[config.mk]
export PLATFORM = sky130hd
export DESIGN_NAME = decode_issue_ctrl
export DESIGN_NICKNAME = d
export VERILOG_FILES = /design/src/rtl/decode_issue_ctrl.sv
export SDC_FILE = /design/constraint.sdc
export NUM_CORES = 1
export LEC_CHECK = 0
export CAP_MARGIN = 20
export CORE_MARGIN = 2
export CORE_UTILIZATION = 45
export DETAILED_ROUTE_END_ITERATION = 8
export GPL_ROUTABILITY_DRIVEN = 0
export PLACE_DENSITY_LB_ADDON = 0.08
export REMOVE_ABC_BUFFERS = 1
export SETUP_SLACK_MARGIN = 0.3
export SYNTH_ARGS = -nofsm -noshare
export SYNTH_HDL_FRONTEND = slang
export SYNTH_SLANG_ARGS = --single-unit
[constraint.sdc]
create_clock -name clk -period 3.7 [get_ports clk]
set_input_delay 0.74 -clock clk [delete_from_list [all_inputs] [get_ports clk]]
set_output_delay 0.74 -clock clk [all_outputs]
set_load 0.02 [all_outputs]
[src/rtl/decode_issue_ctrl.sv]
// In-order issue controller: fetch buffer FIFO plus a register scoreboard that holds back RAW/WAW hazards.
// Optional macro DECODE_WB_BYPASS_EN lets a same-cycle writeback resolve the head's hazard.
module decode_issue_ctrl #(
  parameter int DEPTH = 2
) (
  input  logic        clk,
  input  logic        rst_n,
  input  logic        if_valid,
  input  logic [31:0] if_instr,
  input  logic [63:0] if_pc,
  output logic        if_ready,
  output logic        id_valid,
  input  logic        id_ready,
  output logic [31:0] id_instr,
  output logic [63:0] id_pc,
  input  logic        wb_valid,
  input  logic [4:0]  wb_rd,
  input  logic        flush,
  output logic        stall_raw,
  output logic [31:0] sb_busy
);

  localparam int AW = $clog2(DEPTH);
  localparam logic [AW:0] FULL = (AW+1)'(DEPTH);

  logic [31:0]   mem_instr [DEPTH];
  logic [63:0]   mem_pc    [DEPTH];
  logic [AW-1:0] rd_ptr;
  logic [AW-1:0] wr_ptr;
  logic [AW:0]   count;
  logic [31:0]   busy;
  logic [31:0]   hold_instr;
  logic [63:0]   hold_pc;

  logic        head_valid;
  logic [31:0] head_instr;
  logic [63:0] head_pc;
  logic [6:0]  opcode;
  logic [4:0]  rd;
  logic [4:0]  rs1;
  logic [4:0]  rs2;
  logic        rs1_use;
  logic        rs2_use;
  logic        rd_wr;
  logic [31:0] busy_eff;
  logic        hazard;
  logic        push;
  logic        issue;
  logic [31:0] set_mask;
  logic [31:0] clr_mask;

  assign head_valid = (count != '0);
  assign head_instr = mem_instr[rd_ptr];
  assign head_pc    = mem_pc[rd_ptr];
  assign opcode     = head_instr[6:0];
  assign rd         = head_instr[11:7];
  assign rs1        = head_instr[19:15];
  assign rs2        = head_instr[24:20];

  always_comb begin
    rs1_use = 1'b0;
    rs2_use = 1'b0;
    rd_wr   = 1'b0;
    case (opcode)
      7'b0000011: begin rs1_use = 1'b1; rd_wr = 1'b1; end
      7'b0010011: begin rs1_use = 1'b1; rd_wr = 1'b1; end
      7'b0011011: begin rs1_use = 1'b1; rd_wr = 1'b1; end
      7'b0110011: begin rs1_use = 1'b1; rs2_use = 1'b1; rd_wr = 1'b1; end
      7'b0111011: begin rs1_use = 1'b1; rs2_use = 1'b1; rd_wr = 1'b1; end
      7'b0100011: begin rs1_use = 1'b1; rs2_use = 1'b1; end
      7'b1100011: begin rs1_use = 1'b1; rs2_use = 1'b1; end
      7'b0110111: rd_wr = 1'b1;
      7'b0010111: rd_wr = 1'b1;
      7'b1101111: rd_wr = 1'b1;
      7'b1100111: begin rs1_use = 1'b1; rd_wr = 1'b1; end
      default: ;
    endcase
  end

`ifdef DECODE_WB_BYPASS_EN
  assign busy_eff = busy & ~(wb_valid ? (32'd1 << wb_rd) : 32'd0);
`else
  assign busy_eff = busy;
`endif

  assign hazard = (rs1_use && (rs1 != 5'd0) && busy_eff[rs1])
                | (rs2_use && (rs2 != 5'd0) && busy_eff[rs2])
                | (rd_wr && (rd != 5'd0) && busy_eff[rd]);

  assign if_ready  = (count != FULL);
  assign id_valid  = head_valid & ~hazard & ~flush;
  assign stall_raw = head_valid & hazard;
  assign push      = if_valid & if_ready & ~flush;
  assign issue     = id_valid & id_ready;
  assign id_instr  = head_valid ? head_instr : hold_instr;
  assign id_pc     = head_valid ? head_pc : hold_pc;
  assign sb_busy   = busy;

  // Full buffer never accepts, even while popping, so if_ready stays a pure function of count.
  always_ff @(posedge clk or negedge rst_n) begin
    if (!rst_n) begin
      for (int i = 0; i < DEPTH; i++) begin
        mem_instr[i] <= '0;
        mem_pc[i]    <= '0;
      end
      rd_ptr     <= '0;
      wr_ptr     <= '0;
      count      <= '0;
      hold_instr <= '0;
      hold_pc    <= '0;
    end else begin
      if (head_valid) begin
        hold_instr <= head_instr;
        hold_pc    <= head_pc;
      end
      if (flush) begin
        rd_ptr <= '0;
        wr_ptr <= '0;
        count  <= '0;
      end else begin
        if (push) begin
          mem_instr[wr_ptr] <= if_instr;
          mem_pc[wr_ptr]    <= if_pc;
          wr_ptr            <= wr_ptr + 1'b1;
        end
        if (issue) rd_ptr <= rd_ptr + 1'b1;
        case ({push, issue})
          2'b10:   count <= count + 1'b1;
          2'b01:   count <= count - 1'b1;
          default: count <= count;
        endcase
      end
    end
  end

  assign set_mask = (issue && rd_wr && (rd != 5'd0)) ? (32'd1 << rd) : 32'd0;
  assign clr_mask = (wb_valid && (wb_rd != 5'd0)) ? (32'd1 << wb_rd) : 32'd0;

  // Set is applied after clear so a same-cycle issue to the written-back register wins.
  always_ff @(posedge clk or negedge rst_n) begin
    if (!rst_n) busy <= '0;
    else        busy <= (busy & ~clr_mask) | set_mask;
  end

endmodule
======== After elaboration in Yosys (flattened, before gate mapping) ========
Index checks and enable logic that the tools add are counted.
W data, S select, Z words.
word-level totals
  register bits ........................... 324
  output and inout bits ................... 131
operators by class
  $add $sub $neg .......................... 4
  $lt $le $gt $ge ......................... 6
  equality and inequality tests ........... 14
  shift operators ......................... 2
  mux-type cells .......................... 31
  bitwise gates (word level) .............. 15
  reduce and logical (&&, ||, !) cells .... 22
operator list
  cell                    number
  $mux W64                5
  $mux W32                7
  $bwmux W128             1
  $bwmux W64              1
  $demux W64 S1           1
  $shl A1 B5 Y32 const A  2
  $and A32 B32 Y32        1
  $demux W32 S1           1
  $not A32 Y32            1
  $or A32 B32 Y32         1
  $eq A7 B6 Y1 const B    4
  $eq A7 B5 Y1 const B    3
  $eq A7 B7 Y1 const B    3
  $reduce_bool A5 Y1      4
  $lt A5 B6 Y1 const B    3
  $bmux W1 S5             3
  $logic_and A1 B1 Y1     10
  $mux W1                 10
  $reduce_or A9 Y1        1
  $reduce_or A8 Y1        1
  $eq A7 B2 Y1 const B    1
  $and A1 B1 Y1           6
  $reduce_bool A2 Y1      3
  $ge A2 B2 Y1 const B    2
  other kinds (15)        19

======== Longest topological paths before layout ========
  depth in word-level cells ............... 19
  depth in mapped cells ................... 14
  mapped depth without buffers ............ 8

======== Worst setup path after synthesis ========
No wires, ideal clock.
  kind .................................... reg2out
  start ................................... register rd_ptr
  end ..................................... output id_valid
  arrival ................................. 2.609 ns
  required time ........................... 2.960 ns
  slack ................................... 0.351 ns
  cell stages (with the launch flop) ...... 11
  path buffers ............................ 3
  cells stage by stage .................... dfrtp_1 buf_6 buf_6 buf_4 a32oi_1 o22ai_1 a221oi_2 nor3_1 a32o_1 a311oi_1 nor3b_1
between the ends
  word-level cells in the longest chain between the ends .. 14
  elaborated cells between the ends (all ways) .. 41
  classes of those cells .................. eq/ne: 11; mux: 12; bitwise: 6; reduce/logical: 12
ends and longest elaborated chain
  element                                                                line    source
  from (decl)                                                            28      logic [AW-1:0] rd_ptr;
  from (signal assigned)                                                 126     if (issue) rd_ptr <= rd_ptr + 1'b1;
  $not A1 Y2 (implied by the code) *                                     53      assign head_instr = mem_instr[rd_ptr];
  $mux W32 (implied by the code) * (3 in a row)                          53
  $eq A7 B7 Y1, or another cell as far along                             64      case (opcode)
  $reduce_or A8 Y1 (no source line) or $reduce_or A4 Y1 (tied branches)  -
  $mux W1                                                                64
  $logic_and A1 B1 Y1, on equally long branches (2 in a row)             86, 87
  $or A1 B1 Y1                                                           87      | (rs2_use && (rs2 != 5'd0) && busy_eff[rs2])
  $or A1 B1 Y1 *                                                         88      | (rd_wr && (rd != 5'd0) && busy_eff[rd]);
  $not A1 Y1 *                                                           91      assign id_valid = head_valid & ~hazard & ~flush;
  $and A1 B1 Y1 * (2 in a row)                                           91
  to (decl)                                                              12      output logic id_valid,
Mark *: on every way between the ends. The rest lies on a longest branch, timed or not. The select of a mux whose other input is x is not followed.

======== Worst setup path in the final report ========
Ends and elaborated chain as after synthesis.

==> results <==
- The run finished, with violations left.
- The final reports fail on negative setup slack.
- The via count of the first global-routing pass is 11.9k.
- The proportion of layout cells with a drive suffix above 1 is about 28%.
- Of all nets on the critical path, the largest fanout is 5.
- The buffer depth of the longest clock path is 3.
- The worst IR drop on VDD is 448 µV.
- Synthesis produced 1,292 cells.
- For this run the aggregate overflow at the end of global routing stands at 0.
- For this run, the post-layout net count is 1,746.
- The final layout contains routed wiring with a total length of 41.3 mm.
- The pre-antenna-repair detailed-routing pass consisted of 5 iterations.
- The number of top-level design ports is 238.
- In the detailed route, the total length drawn on met3 is 3.56 mm.
- The largest incremental delay on the critical path is 0.55 ns.
- Setup violations remaining at the end of the flow were counted as 2.
- The most used flip-flop cell after synthesis is dfrtp_1.
- For the worst setup path, the data arrival time is 3.27 ns.
- The routed via count is 11.6k.
- The total count of hold-check failures in the final report came to 0.
- The count of yosys warnings during synthesis is 0.
- Among cell families on the critical path, the largest total delay comes from multiplexers.
- The most numerous cell type found on the critical path is buf_4.
- The highest metal layer with signal wires is met5.
- Measured against its own limit, the worst slew margin works out to 49.3%.
- The synthesized flop and latch total is 324.
- The detailed router put a total of 17.9 mm of wire on met1.
- The met2 wirelength from detailed routing is 18.6 mm.
- Cells fill 62.3% of the core in the end.
- Buffers inserted during clock tree synthesis total 37.
- The detailed-route DRC error count is 0.
- The min-delay analysis places its worst path in the category in -> async.
- The largest net degree at the start of global routing is 100.
- In this run the static leakage power is 0.00902 µW.
- Using the TritonRoute via totals, the vias-per-cell ratio works out to 5.49.
- The number of levels in the clock H-tree is 2.
- The filler cell count in the final layout is 2,666.
- The pre-CTS worst setup slack is -0.332 ns.
- The max-capacitance violation count is 0.
- At the pin with the least slew margin, the transition time is 0.760 ns.
- The first-pass GRT wire length is 65.3 mm.
- Traced cell by cell, the critical path runs through buf_6, buf_8, mux2i_4, mux4_2, a21oi_2, nand2_1, nand3b_1, a311oi_2, buf_4, nor3b_2, buf_4.
- In the final layout, the multi-input gates occupy around 6600 µm².
- The full die area is roughly 35,000 µm².
- Setup repair after global routing could not meet its margin everywhere.
- The synthesized design contains 0 enable-type register cells.
- Together, buffers and inverters on the worst path number 4.
- The initialized floorplan defines 66 standard-cell rows.
- The endpoint type of the worst setup path is a primary output.
- The shortest period the worst path allows is 4.01 ns.
- The worst setup path is launched from a flop.
- The kind of critical path is reg -> out.
- Once the floorplan was initialized, standard cells occupied 45.8% of the core.
- Compared with the post-synthesis result, the final layout area differs by 36.2%.
- For this block, the initial DRC count from the detailed router was 873.
- The mapped netlist covers 14,900 µm².
- In the synthesized netlist the async set-or-reset flop fraction comes to 100%.
- The count of nets left with antenna violations once routing finished came out at 0.
- Clock tree synthesis found a total of 324 sinks.
- The worst endpoint required time is 2.96 ns.
- The overall die height is 186 µm.
- Global routing used between 20% and 30% of the available tracks across all layers.
- The final max-slew violation count came to 0.
- The HPWL after detailed placement is 27.8 mm.
- After clock tree synthesis, the clock-pin slew on the worst setup and hold paths is 0.06 ns.
- For this design the ratio of total power to cell area is 691 nW/µm².
- The cell sitting at the root of the clock tree is a clkbuf_16.
- The count of input and output buffers is 237.
- A synthesized cell averages approximately 12 µm².
- For this design, the slowest cell found on the critical path is mux4_2.
- The TritonCTS clock tree is yes.
- The clock latency on the worst-skew pair is 0.52 ns.
- The number of hold buffers added after CTS was 0.
- The width of the die is 186 µm.
- The number of antenna violations at the first check in global routing is 2.
- Between clock sinks in the finished design, the worst skew comes to 0.0191 ns.
- The flop-to-flop setup slack is 0.38 ns.
- The final-layout worst hold slack is 0.236 ns.
- Summing the sequential cell areas from Yosys gives 54.3% of the chip area.
- The setup slack of the critical path after layout is -0.305 ns.
- The number of distinct library cells after synthesis is 69.
- Dividing the detail-routed wire length by the instance count gives 19.6 µm.
- Static timing analysis puts the maximum clock frequency at 250 MHz.
- The total area inside the core boundary comes to 32,600 µm².
- The final critical path takes up 108% of the cycle.
- The register cell area after layout is 8110 µm².
flip-flops by register name, indices dropped and copies added (netlist names):
name and flops:
rd_ptr 1, mem_pc 128, hold_instr 32, count 2
sb_busy 32, mem_instr 64, wr_ptr 1, hold_pc 64
metrics by stage:
step	power [µW]	setup TNS, ns	cells	instance area, µm²
global route	14900	-0.773	2106	20300
CTS	14100	-0.446	2095	20000
floorplan	8180	-1081.71	1214	14600
finish	14100	-0.517	2108	20300
detailed placement	10500	-0.618	2022	18600
global placement	10400	-0.487	2022	18600
synthesized netlist by cell type, types with 9 or more instances:
library cell / number / area, µm²
o22ai_1: 13 / 81.3
nand2b_1: 33 / 206
a21oi_1: 40 / 200
nor2_1: 47 / 176
o31ai_1: 33 / 248
nor3_1: 10 / 50.1
nand2_1: 142 / 533
mux2_2: 197 / 2220
clkbuf_1: 59 / 221
a22oi_1: 16 / 120
mux2i_1: 89 / 891
nor2b_1: 9 / 56.3
dfrtp_1: 324 / 8110
o21ai_0: 128 / 641
inv_1: 15 / 56.3
final cells by class:
class / instances / area share [%]
tap: 442 / 2.72
inverter: 16 / 0.295
clock inverter: 7 / 0.437
multi-input combinational: 874 / 32.5
sequential: 324 / 39.9
timing repair buffer: 386 / 18.8
clock buffer: 57 / 5.32
antenna: 2 / 0.0246
cells by family (layout without fill, tap and decap cells):
logic type	after synthesis	after routing	synth area share, %
AO/OA/AOI/OAI	298	298	12.4
XOR/XNOR	1	1	0.0587
other	0	2	0
buffers and inverters	94	466	2.93
multiplexers	291	291	21.4
AND/OR/NAND/NOR	284	284	8.85
flip-flops	324	324	54.3
layer usage:
layer  vias up  global-route usage, %
li1       5371                      -
met1      5659                   33.1
met2       441                   37.6
met3       105                   6.35
met4         2                   7.59
met5         -                      0
power by group:
group / leakage (µW) / switching (µW) / internal, µW
sequential: 0.00394 / 679 / 4720
clock: 0.000569 / 1410 / 2090
combinational: 0.00451 / 2610 / 2550
total: 0.00902 / 4700 / 9360
cells in the final DEF, fill, tap and decap left out, types with 5 or more instances in the layout:
master,Yosys,routed
a22oi_2,0,5
mux2_2,197,196
o31ai_1,33,33
buf_6,6,10
dlygate4sd2_1,0,34
a22oi_1,16,11
clkbuf_1,59,13
nand2b_1,33,32
buf_4,1,125
a211oi_1,8,7
nor2_1,47,45
o21ai_0,128,126
a22o_1,5,5
inv_1,15,15
nand2_1,142,140
o22ai_1,13,11
dfrtp_1,324,323
clkbuf_16,0,39
a31oi_1,8,8
mux2i_1,89,87
nor3_1,10,6
nand3_1,6,6
dlymetal6s2s_1,0,46
nor2b_1,9,7
a21oi_1,40,38
buf_12,2,12
nand3b_1,5,5
clkbuf_8,0,6
clkdlybuf4s50_1,0,154
what timing repair did:
item / 4_1_cts / 5_1_grt
buffers inserted: 7 / 10
hold endpoints to repair: 0 / 0
pin swaps: 5 / 16
cloned: 2 / 1
endpoints found under the setup margin: 72 / 54
resized for setup: 82 / 79
path summary, 6_finish.rpt:
check,start,to,depth (start not counted)
setup / recovery,rd_ptr,id_valid,11
hold / removal,rst_n,hold_pc[54],1
setup reg to reg,rd_ptr,sb_busy[28],11
hold reg to reg,hold_pc[31],hold_pc[31],2
max in group asynchronous,rst_n,mem_pc[116],3
min in group clk,hold_pc[31],hold_pc[31],2
(Power assumes the default switching activity.)
